### src/rtl/uart_packetizer.sv
// uart_packetizer
// Frames a wide result word into a byte packet for the UART transmitter:
// HEADER byte, NBYTES payload bytes (least significant byte first), then an
// 8-bit checksum that is the modulo-256 sum of the payload bytes.
// DATA_WIDTH must be a multiple of 8 and at least 8.
module uart_packetizer #(
  parameter int         DATA_WIDTH = 64,
  parameter logic [7:0] HEADER     = 8'hA5
) (
  input  logic                  clk,
  input  logic                  reset,
  input  logic [DATA_WIDTH-1:0] word_in,
  input  logic                  word_in_valid,
  output logic                  word_in_ready,
  output logic [7:0]            data_out,
  output logic                  data_out_valid,
  input  logic                  data_out_ready,
  output logic                  busy
);

  localparam int NBYTES = DATA_WIDTH / 8;
  // Keep the index at least one bit wide so DATA_WIDTH=8 still elaborates.
  localparam int IW = (NBYTES > 1) ? $clog2(NBYTES) : 1;
  localparam logic [IW-1:0] LAST_IDX = IW'(NBYTES - 1);

  typedef enum logic [1:0] {
    IDLE,
    HDR,
    PAY,
    CSUM
  } state_t;

  state_t                r_state;
  logic [DATA_WIDTH-1:0] r_shift;
  logic [7:0]            r_csum;
  logic [IW-1:0]         r_idx;
  logic [7:0]            r_data;
  logic                  r_valid;

  logic                  w_accept;
  logic                  w_transfer;
  logic [7:0]            w_sum_next;

  // Only an idle packetizer takes a word, and never while reset is held.
  assign word_in_ready  = (r_state == IDLE) & ~reset;
  assign w_accept       = word_in_valid & word_in_ready;
  assign w_transfer     = r_valid & data_out_ready;
  // Running checksum including the payload byte currently on data_out.
  assign w_sum_next     = r_csum + r_data;

  assign data_out       = r_data;
  assign data_out_valid = r_valid;
  assign busy           = (r_state != IDLE);

  // Packet sequencer: header, payload bytes from the shift register, checksum.
  // The payload is consumed from the bottom of r_shift, so r_shift[7:0] is
  // always the next payload byte to present once the current one transfers.
  always_ff @(posedge clk) begin
    if (reset) begin
      r_state <= IDLE;
      r_shift <= '0;
      r_csum  <= 8'h00;
      r_idx   <= '0;
      r_data  <= 8'h00;
      r_valid <= 1'b0;
    end else begin
      case (r_state)
        IDLE: begin
          if (w_accept) begin
            r_shift <= word_in;
            r_csum  <= 8'h00;
            r_idx   <= '0;
            r_data  <= HEADER;
            r_valid <= 1'b1;
            r_state <= HDR;
          end
        end
        HDR: begin
          if (w_transfer) begin
            r_data  <= r_shift[7:0];
            r_shift <= r_shift >> 8;
            r_idx   <= '0;
            r_state <= PAY;
          end
        end
        PAY: begin
          if (w_transfer) begin
            r_csum <= w_sum_next;
            if (r_idx == LAST_IDX) begin
              r_data  <= w_sum_next;
              r_state <= CSUM;
            end else begin
              r_data  <= r_shift[7:0];
              r_shift <= r_shift >> 8;
              r_idx   <= r_idx + 1'b1;
            end
          end
        end
        CSUM: begin
          if (w_transfer) begin
            r_valid <= 1'b0;
            r_state <= IDLE;
          end
        end
        default: begin
          r_valid <= 1'b0;
          r_state <= IDLE;
        end
      endcase
    end
  end

endmodule

### config.mk
export PLATFORM = sky130hd
export DESIGN_NAME = uart_packetizer
export DESIGN_NICKNAME = d
export VERILOG_FILES = /design/src/rtl/uart_packetizer.sv
export SDC_FILE = /design/constraint.sdc
export NUM_CORES = 1
export LEC_CHECK = 0
export CAP_MARGIN = 20
export CORE_MARGIN = 2
export CORE_UTILIZATION = 25
export DETAILED_ROUTE_END_ITERATION = 12
export MAX_ROUTING_LAYER = met4
export PLACE_DENSITY = 0.4
export SLEW_MARGIN = 15
export SYNTH_ARGS = -nofsm -noshare
export SYNTH_HDL_FRONTEND = slang
export SYNTH_SLANG_ARGS = --single-unit
### constraint.sdc
create_clock -name clk -period 5.9 [get_ports clk]
set_clock_uncertainty 0.2 [all_clocks]
set_input_delay 1.77 -clock clk [delete_from_list [all_inputs] [get_ports clk]]
set_output_delay 1.77 -clock clk [all_outputs]
set_load 0.01 [all_outputs]
==> results_dict.tcl, run 1 <==
set metrics [dict create \
    worst-path-max-fanout 38 \
    leakagePower_nw 2.07 \
    drv_cap 0 \
    ir_worst_vdd_v 0.000243 \
    critPathBufInv 2 \
    core_area_um2 16700 \
    synthSimpleGateAreaFrac 0.133 \
    die_area_um2 18300 \
    ys_warn_count 0 \
    cts.repair.resized 0 \
    min_from "data_out[4]" \
    vias 3369 \
    num-fill-cells 1755 \
    crit_arrival_ns 2.76 \
    cp.depth 3 \
    endpoint_kind "primary output" \
    clockBufferDepth 2 \
    grt_pass1_vias 3377 \
    synthTopCellsByCount "dfxtp_1 (86), nor2_1 (83), mux2i_1 (58), a211oi_2 (30), a211oi_1 (28)" \
    dr.pass1.iters 4 \
    clockPowerShare 0.230 \
    clk_pin_slew_ns 0.06 \
    htreeDepth 3 \
    pre_cts_ws_ns 1.14 \
    drt_iter0_drc 206 \
    period_share 0.801 \
    status "complete, no violations" \
    min_path_type "flip-flop to flip-flop" \
    async_flop_share 0 \
    numPortBuffers 78 \
    ys.flop_type "dfxtp_1" \
    place_congestion 0.783 \
    worstSetupStartpoint "reset" \
    slowest_stage "clkdlybuf4s50_1" \
    intPower_mw 1.74 \
    viasPerCell 4.60 \
    worstSetupStartpointType "input pin" \
    n_antenna_cell 0 \
    dp_hpwl_um 7630 \
    critical_path.top_delay_family "buffers and inverters" \
    min_period_ns 4.73 \
    clock_latency_ns 0.35 \
    synth_adder_area_share 0.0454 \
    grt.overflow.total 0 \
    fin_ws_ns 1.17 \
    drt-total-wl_um 11000 \
    switchingPower_mw 1.15 \
    numCtsBuffers 9 \
    synth.most_common_cell "dfxtp_1" \
    grt_pass1_wl_um 17900 \
    yosysSeqAreaShare 0.400 \
    fin_tns_setup_ns 0 \
    areaGrowthSynthToFinish_pct 29.8 \
    ys_types 45 \
    yosys.area_share.xor_xnor 0.0122 \
    ios 79 \
    synth_top_family_by_area "compound AO/OA/AOI/OAI gates" \
    hold_viol_final 0 \
    max_slew.worst_pin.slew_ns 0.790 \
    post_cts_buffers 0 \
    antenna_left 0 \
    die_w_um 135 \
    grt_max_degree 56 \
    grt_usage 0.130 \
    drv_slew 0 \
    yosysTopAreaCell "dfxtp_1" \
    wl_per_cell_um 15.1 \
    nets 591 \
    ctsHoldBuffers 0 \
    max_stage_delay_ns 0.49 \
    crit_required_ns 3.93 \
    drc 0 \
    p_sw_frac 0.399 \
    whs_path_depth 2 \
    cts_tree "done" \
    critPathKind "input pin to primary output" \
    slew_headroom 0.473 \
    synth_edf_count 0 \
    die_h_um 135 \
    combPwrFrac 0.473 \
    r2r_start "r_state[0]" \
    cts_root_buffer "clkbuf_16" \
    worstPathCellList "buf_4, nor2_1, clkdlybuf4s50_1" \
    rsz0062_at_grt "false" \
    dpl_cell_area_um2 5240 \
    antenna_found_initial 0 \
    power.density_nw_per_um2 518 \
    multi_input_area_um2 2410 \
    rows 47 \
    synth_seq_cells 86 \
    synth_top_area_frac 0.400 \
    reg2reg_depth 9 \
    start_util 0.258 \
    fin_area_um2 5580 \
    synth.avg_cell_area_um2 9.60 \
    whs_ns 0.282 \
    seq_area_um2 1720 \
    synth-compound-area-share 0.229 \
    max_freq_mhz 211 \
    cts.sinks 86 \
    synth_area_leaders "dfxtp_1 (40%), mux2i_1 (13%), a211oi_2 (8.7%), nor2_1 (7.2%), a211oi_1 (4.9%)" \
    synthMuxAreaShare 0.138 \
    drive_above_1_share 0.115 \
    syn-num-nets 531 \
    syn_inst 448 \
    syn_area_um2 4300 \
    setup_viol_count_final 0 \
    seqPwrFrac 0.297 \
]
[final timing paths]
check                                endpoint  slack (ns)
worst max-delay path            word_in_ready        1.17
worst min-delay path              data_out[4]        0.28
worst max register to register    r_shift[25]        2.95
worst min register to register    data_out[4]        0.28
[cells in the final DEF (no fill, tap or decap), types with 4 or more instances in the layout]
master / count
xnor2_1: 4
clkdlybuf4s50_1: 77
nor2_1: 83
a211oi_1: 28
dfxtp_1: 86
buf_4: 5
a21o_1: 6
inv_1: 5
a22oi_1: 11
nor3b_1: 9
a21oi_1: 22
ha_1: 13
mux2i_1: 58
clkbuf_16: 9
nand2_1: 14
nor3_1: 6
a211oi_2: 30
nand3_1: 7
[cell type report]
cell class,count,share of cell area
multi-input combinational,324,0.432
sequential,86,0.308
timing repair buffer,82,0.145
tap,220,0.0493
clock buffer,9,0.0403
clock inverter,7,0.0217
inverter,5,0.00336
[flip-flops by register name (all words and copies together) (netlist names)]
name,count
r_idx,3
data_out,8
r_state,2
r_csum,8
r_shift,64
data_out_valid,1
[kinds of logic after synthesis]
| kind of cell | after synthesis |
|---|---|
| XOR/XNOR | 6 |
| AND/OR/NAND/NOR | 130 |
| multiplexers | 59 |
| AO/OA/AOI/OAI | 114 |
| buffers and inverters | 38 |
| adder cells (fa/ha/maj) | 15 |
| flip-flops | 86 |
[through the flow]
step / utilization / total power [mW] / cells
finish: 0.334 / 2.89 / 733
global route: 0.334 / 3.11 / 733
CTS: 0.334 / 2.95 / 733
detailed placement: 0.314 / 2.26 / 717
global placement: 0.314 / 2.25 / 717
floorplan: - / 1.96 / 448
[worst register-to-register path, cell delays in order, from the launching register on]
cell and delay (ns):
dfxtp_1 0.37, inv_1 0.13, ha_1 0.33, a2bb2oi_2 0.22
nor2_1 0.13, nand2_2 0.17, nor2_4 0.39, buf_4 0.58
nor2_1 0.14, a211oi_2 0.21
[layer usage]
metal / GRT usage / share of wire
met5: - / 0
met4: 0.0330 / 0.010
met3: 0.0479 / 0.054
met2: 0.196 / 0.45
met1: 0.165 / 0.48
[power by group through the flow]
stage / sequential, mW / combinational (mW) / clock [mW]
4_1_cts: 0.859 / 1.40 / 0.695
6_report: 0.857 / 1.37 / 0.665
3_5_place_dp: 0.871 / 1.39 / 0
3_3_place_gp: 0.867 / 1.38 / 0
5_1_grt: 0.880 / 1.52 / 0.716
2_1_floorplan: 0.843 / 1.11 / 0
Note: power is estimated with default switching activity, not from simulation.
==> run 2: changes to the inputs <==
Settings changed: PLACE_DENSITY 0.4 to 0.42.
Clock period 5.9 ns to 4.01 ns, I/O delays scaled along.
==> run 2 against run 1 <==
  * Sequential share of layout area up 0.26 points
  * Utilization fell by 0.28 points
  * Wire length fell by 2.0%
  * Worst hold slack improved by 0.0050 ns
  * Non-clock buffer count rose by 2
  * Clock power is 21% higher
  * Sequential cell count did not move
  * Largest power group unchanged
  * Worst setup slack lost 0.50 ns
  * Via count fell by 1.2%
==> results_dict.tcl, run 2 (synthesis results as in run 1) <==
set metrics [dict create \
    status "complete, no violations" \
    worst-path-max-fanout 3 \
    p_sw_frac 0.402 \
    dr.pass1.iters 5 \
    critPathKind "input pin to primary output" \
    areaGrowthSynthToFinish_pct 28.7 \
    drc 0 \
    fin_tns_setup_ns 0 \
    crit_required_ns 2.61 \
    dpl_cell_area_um2 5270 \
    grt_pass1_vias 3205 \
    drv_cap 0 \
    grt.overflow.total 0 \
    holdPathEnd "r_csum[5]" \
    worstSetupStartpoint "reset" \
    min_from "r_csum[5]" \
    hold_viol_final 0 \
    wl_per_cell_um 14.8 \
    post_cts_buffers 0 \
    fin_area_um2 5540 \
    worstPathCellList "buf_4, nor2_1, clkdlybuf4s50_1" \
    switchingPower_mw 1.65 \
    clockBufferDepth 2 \
    power.density_nw_per_um2 742 \
    intPower_mw 2.46 \
    leakagePower_nw 2.06 \
    cts.repair.resized 0 \
    die_w_um 135 \
    slew_headroom 0.420 \
    dp_hpwl_um 7500 \
    worstSetupStartpointType "input pin" \
    largest_register_ffs 64 \
    place_congestion 0.725 \
    utilization 0.332 \
    die_area_um2 18300 \
    die_h_um 135 \
    cts_root_buffer "clkbuf_16" \
    r2r_start "r_state[0]" \
    reg2reg_to "r_shift[17]" \
    ctsHoldBuffers 0 \
    reg2reg_depth 9 \
    drv_slew 0 \
    max_freq_mhz 300 \
    cts.sinks 86 \
    rsz0062_at_grt "false" \
    drt-total-wl_um 10800 \
    setup_viol_count_final 0 \
    nets 593 \
    num-fill-cells 1754 \
    grt_pass1_wl_um 17000 \
    drt_iter0_drc 186 \
    clockPowerShare 0.196 \
    n_antenna_cell 0 \
    vias 3329 \
    rows 47 \
    power_mw 4.11 \
    final_common_cell "dfxtp_1" \
    period_share 0.832 \
    rrSetupSlack_ns 1.46 \
    whs_path_depth 2 \
    numPortBuffers 78 \
    viasPerCell 4.54 \
    ios 79 \
    drive_above_1_share 0.109 \
    htreeDepth 3 \
    numCtsBuffers 9 \
    cts_tree "done" \
    combPwrFrac 0.496 \
    max_stage_delay_ns 0.53 \
    endpoint_kind "primary output" \
    most-common-layout-cells "dfxtp_1 (86), nor2_1 (83), clkdlybuf4s50_1 (77), mux2i_1 (58), a211oi_2 (30)" \
    min_path_type "flip-flop to flip-flop" \
    antenna_found_initial 0 \
    slowest_stage "clkdlybuf4s50_1" \
    regMostFlops "r_shift" \
    grt_usage 0.124 \
    seqPwrFrac 0.308 \
    max_slew.worst_pin.slew_ns 0.870 \
    ir_worst_vdd_v 0.000414 \
    min_period_ns 3.34 \
    core_area_um2 16700 \
    clk_pin_slew_ns 0.06 \
    crit_arrival_ns 1.93 \
    clock_latency_ns 0.34 \
    start_util 0.258 \
    antenna_left 0 \
    grt_max_degree 113 \
]
[run 2: how the worst max path moves through the flow]
stage                     slack (ns)  cells after the start             to
final                           0.67                      3  word_in_ready
after global routing            0.64                      3  word_in_ready
after CTS                       0.67                      3  word_in_ready
after detailed placement        0.61                      8    r_shift[30]
after global placement          0.64                      8    r_shift[43]
after floorplan                 0.48                      4  word_in_ready
[run 2: per-stage QoR]
stage	setup slack (ns)	hold slack [ns]	instances
6_report	0.674	0.287	733
5_1_grt	0.643	0.324	733
4_1_cts	0.668	0.291	733
3_5_place_dp	0.607	0.277	719
3_3_place_gp	0.644	0.273	719
2_1_floorplan	0.476	0.254	448
[run 2: final cells by class]
| class | instances | area, um^2 | share of cell area |
|---|---|---|---|
| Clock inverter | 2 | 35.0 | 0.00633 |
| Clock buffer | 12 | 236 | 0.0427 |
| Sequential cell | 86 | 1720 | 0.311 |
| Multi-Input combinational cell | 324 | 2410 | 0.436 |
| Timing Repair Buffer | 84 | 836 | 0.151 |
| Tap cell | 220 | 275 | 0.0497 |
| Inverter | 5 | 18.8 | 0.00339 |
[run 2: per-layer routing]
| layer | part of all wire | global-route usage |
|---|---|---|
| met5 | 0 | - |
| met4 | 0.0099 | 0.0330 |
| met3 | 0.041 | 0.0385 |
| met2 | 0.44 | 0.180 |
| met1 | 0.51 | 0.168 |
[run 2: power groups by stage]
stage          Clock (mW)  Sequential (mW)  Combinational [mW]
4_1_cts             0.840             1.27                2.08
6_report            0.807             1.26                2.04
2_1_floorplan           0             1.24                1.64
3_3_place_gp            0             1.28                2.03
3_5_place_dp            0             1.28                2.07
5_1_grt             0.873             1.30                2.26
[run 2: worst max-delay path, delay by kind of cell]
family | cells | cell delay [ns]
and+or+nand+nor | 1 | 0.08
buffers and inverters | 2 | 0.65
==> run 3: changes to the inputs <==
Settings changed: PLACE_DENSITY 0.42 to 0.4.
Clock period 4.01 ns to 3.2 ns, I/O delays scaled along.
==> run 3 against run 2 <==
  * Power grew 32%
  * Global-route usage increased by 0.62 points
  * Clock-buffer cell count grew 1
  * Design area increased by 2.9%
  * Worst setup slack got worse by 0.38 ns
  * Via count rose by 2.4%
  * Critical path depth up 2
  * Die area is the same
  * Sequential share of layout area decreased by 0.87 points
  * Clock power rose by 25%
  * Cell count grew 1.5%
  * Critical path type is now flip-flop to primary output
  * Largest power group unchanged
  * Highest routed layer unchanged
==> results_dict.tcl, run 3 (synthesis results as in run 1) <==
set metrics [dict create \
    leakagePower_nw 2.13 \
    clockPowerShare 0.186 \
    grt.overflow.total 0 \
    clockBufferDepth 2 \
    drt-total-wl_um 11100 \
    period_share 0.908 \
    clk_pin_slew_ns 0.06 \
    grt_pass1_wl_um 18000 \
    regMostFlops "r_shift" \
    start_util 0.258 \
    max_freq_mhz 344 \
    seq_area_um2 1720 \
    setup_viol_count_final 0 \
    worstPathCellList "inv_1, ha_4, inv_1, nor2_1, clkdlybuf4s50_1" \
    status "complete, no violations" \
    fin_ws_ns 0.296 \
    die_h_um 135 \
    whs_path_depth 2 \
    antenna_found_initial 0 \
    drt_iter0_drc 183 \
    p_sw_frac 0.396 \
    worst-path-max-fanout 5 \
    multi_input_area_um2 2410 \
    hold_viol_final 0 \
    wl_per_cell_um 14.9 \
    rsz0062_at_grt "false" \
    worst_path_most_repeated_cell "inv_1" \
    max_slew.worst_pin.slew_ns 0.614 \
    core_area_um2 16700 \
    place_congestion 0.741 \
    dp_hpwl_um 8060 \
    n_antenna_cell 0 \
    crit_required_ns 2.04 \
    endpoint_kind "primary output" \
    seqPwrFrac 0.292 \
    viasPerCell 4.58 \
    largest_register_ffs 64 \
    drc 0 \
    power.density_nw_per_um2 954 \
    min_path_type "flip-flop to flip-flop" \
    rows 47 \
    worstSetupStartpointType "flip-flop" \
    post_cts_buffers 0 \
    cts_root_buffer "clkbuf_16" \
    final_common_cell "dfxtp_1" \
    reg2reg_depth 8 \
    ir_worst_vdd_v 0.000334 \
    drive_above_1_share 0.132 \
    ios 79 \
    cts.repair.resized 0 \
    dr.pass1.iters 4 \
    switchingPower_mw 2.15 \
    vias 3408 \
    most-common-layout-cells "dfxtp_1 (86), nor2_1 (83), clkdlybuf4s50_1 (77), mux2i_1 (58), a211oi_2 (30)" \
    grt_pass1_vias 3424 \
    slowest_stage "clkdlybuf4s50_1" \
    areaGrowthSynthToFinish_pct 32.4 \
    drv_cap 0 \
    die_area_um2 18300 \
    intPower_mw 3.28 \
    pre_cts_ws_ns 0.234 \
    cts_tree "done" \
    grt_usage 0.131 \
    grt_max_degree 51 \
    numPortBuffers 78 \
    fin_tns_setup_ns 0 \
    ctsHoldBuffers 0 \
    slew_headroom 0.591 \
    max_stage_delay_ns 0.53 \
    die_w_um 135 \
    min_period_ns 2.90 \
    combPwrFrac 0.522 \
    antenna_left 0 \
    crit_arrival_ns 1.74 \
    critPathKind "flip-flop to primary output" \
    drv_slew 0 \
    nets 602 \
    cts.sinks 86 \
    clock_latency_ns 0.34 \
    htreeDepth 3 \
    num-fill-cells 1727 \
    numCtsBuffers 9 \
]
[run 3: final timing paths]
kind               startpoint            end  slack (ns)
setup reg to reg  data_out[0]    data_out[6]        0.80
hold / removal      r_csum[5]      r_csum[5]        0.29
setup / recovery   r_state[0]  word_in_ready        0.30
hold reg to reg     r_csum[5]      r_csum[5]        0.29
[run 3: routing by layer]
metal,GRT usage,wire length (um)
met1,0.172,5530
met3,0.0352,382
met2,0.199,5060
met5,-,0
met4,0.0347,144
[run 3: power by group through the flow]
stage	clock network (mW)	registers, mW	logic (mW)
6_report	1.01	1.59	2.84
2_1_floorplan	0	1.55	2.06
3_3_place_gp	0	1.60	2.84
5_1_grt	1.10	1.63	3.13
3_5_place_dp	0	1.61	2.88
4_1_cts	1.06	1.59	2.89
[run 3: layout make-up]
class,instances,share of cell area
Clock buffer,13,0.0475
Multi-Input combinational cell,324,0.424
Sequential cell,86,0.302
Tap cell,220,0.0483
Inverter,5,0.00330
Clock inverter,3,0.00308
Timing Repair Buffer,93,0.172
[run 3: worst max-delay path: cells and delay by family (launching register included)]
kind,cells,cell delay (ns)
and+or+nand+nor,1,0.10
DFF,1,0.33
adders and majority gates,1,0.20
buffers and inverters,3,0.77
[run 3: through the flow]
stage               total power, mW  std cells  instance area [um^2]  utilization  hold slack [ns]
finish                         5.43        744                  5700        0.341            0.292
global route                   5.86        744                  5700        0.341            0.321
CTS                            5.54        744                  5700        0.341            0.296
detailed placement             4.49        728                  5410        0.324            0.283
global placement               4.45        728                  5410        0.324            0.273
floorplan                      3.61        448                  4300            -            0.254
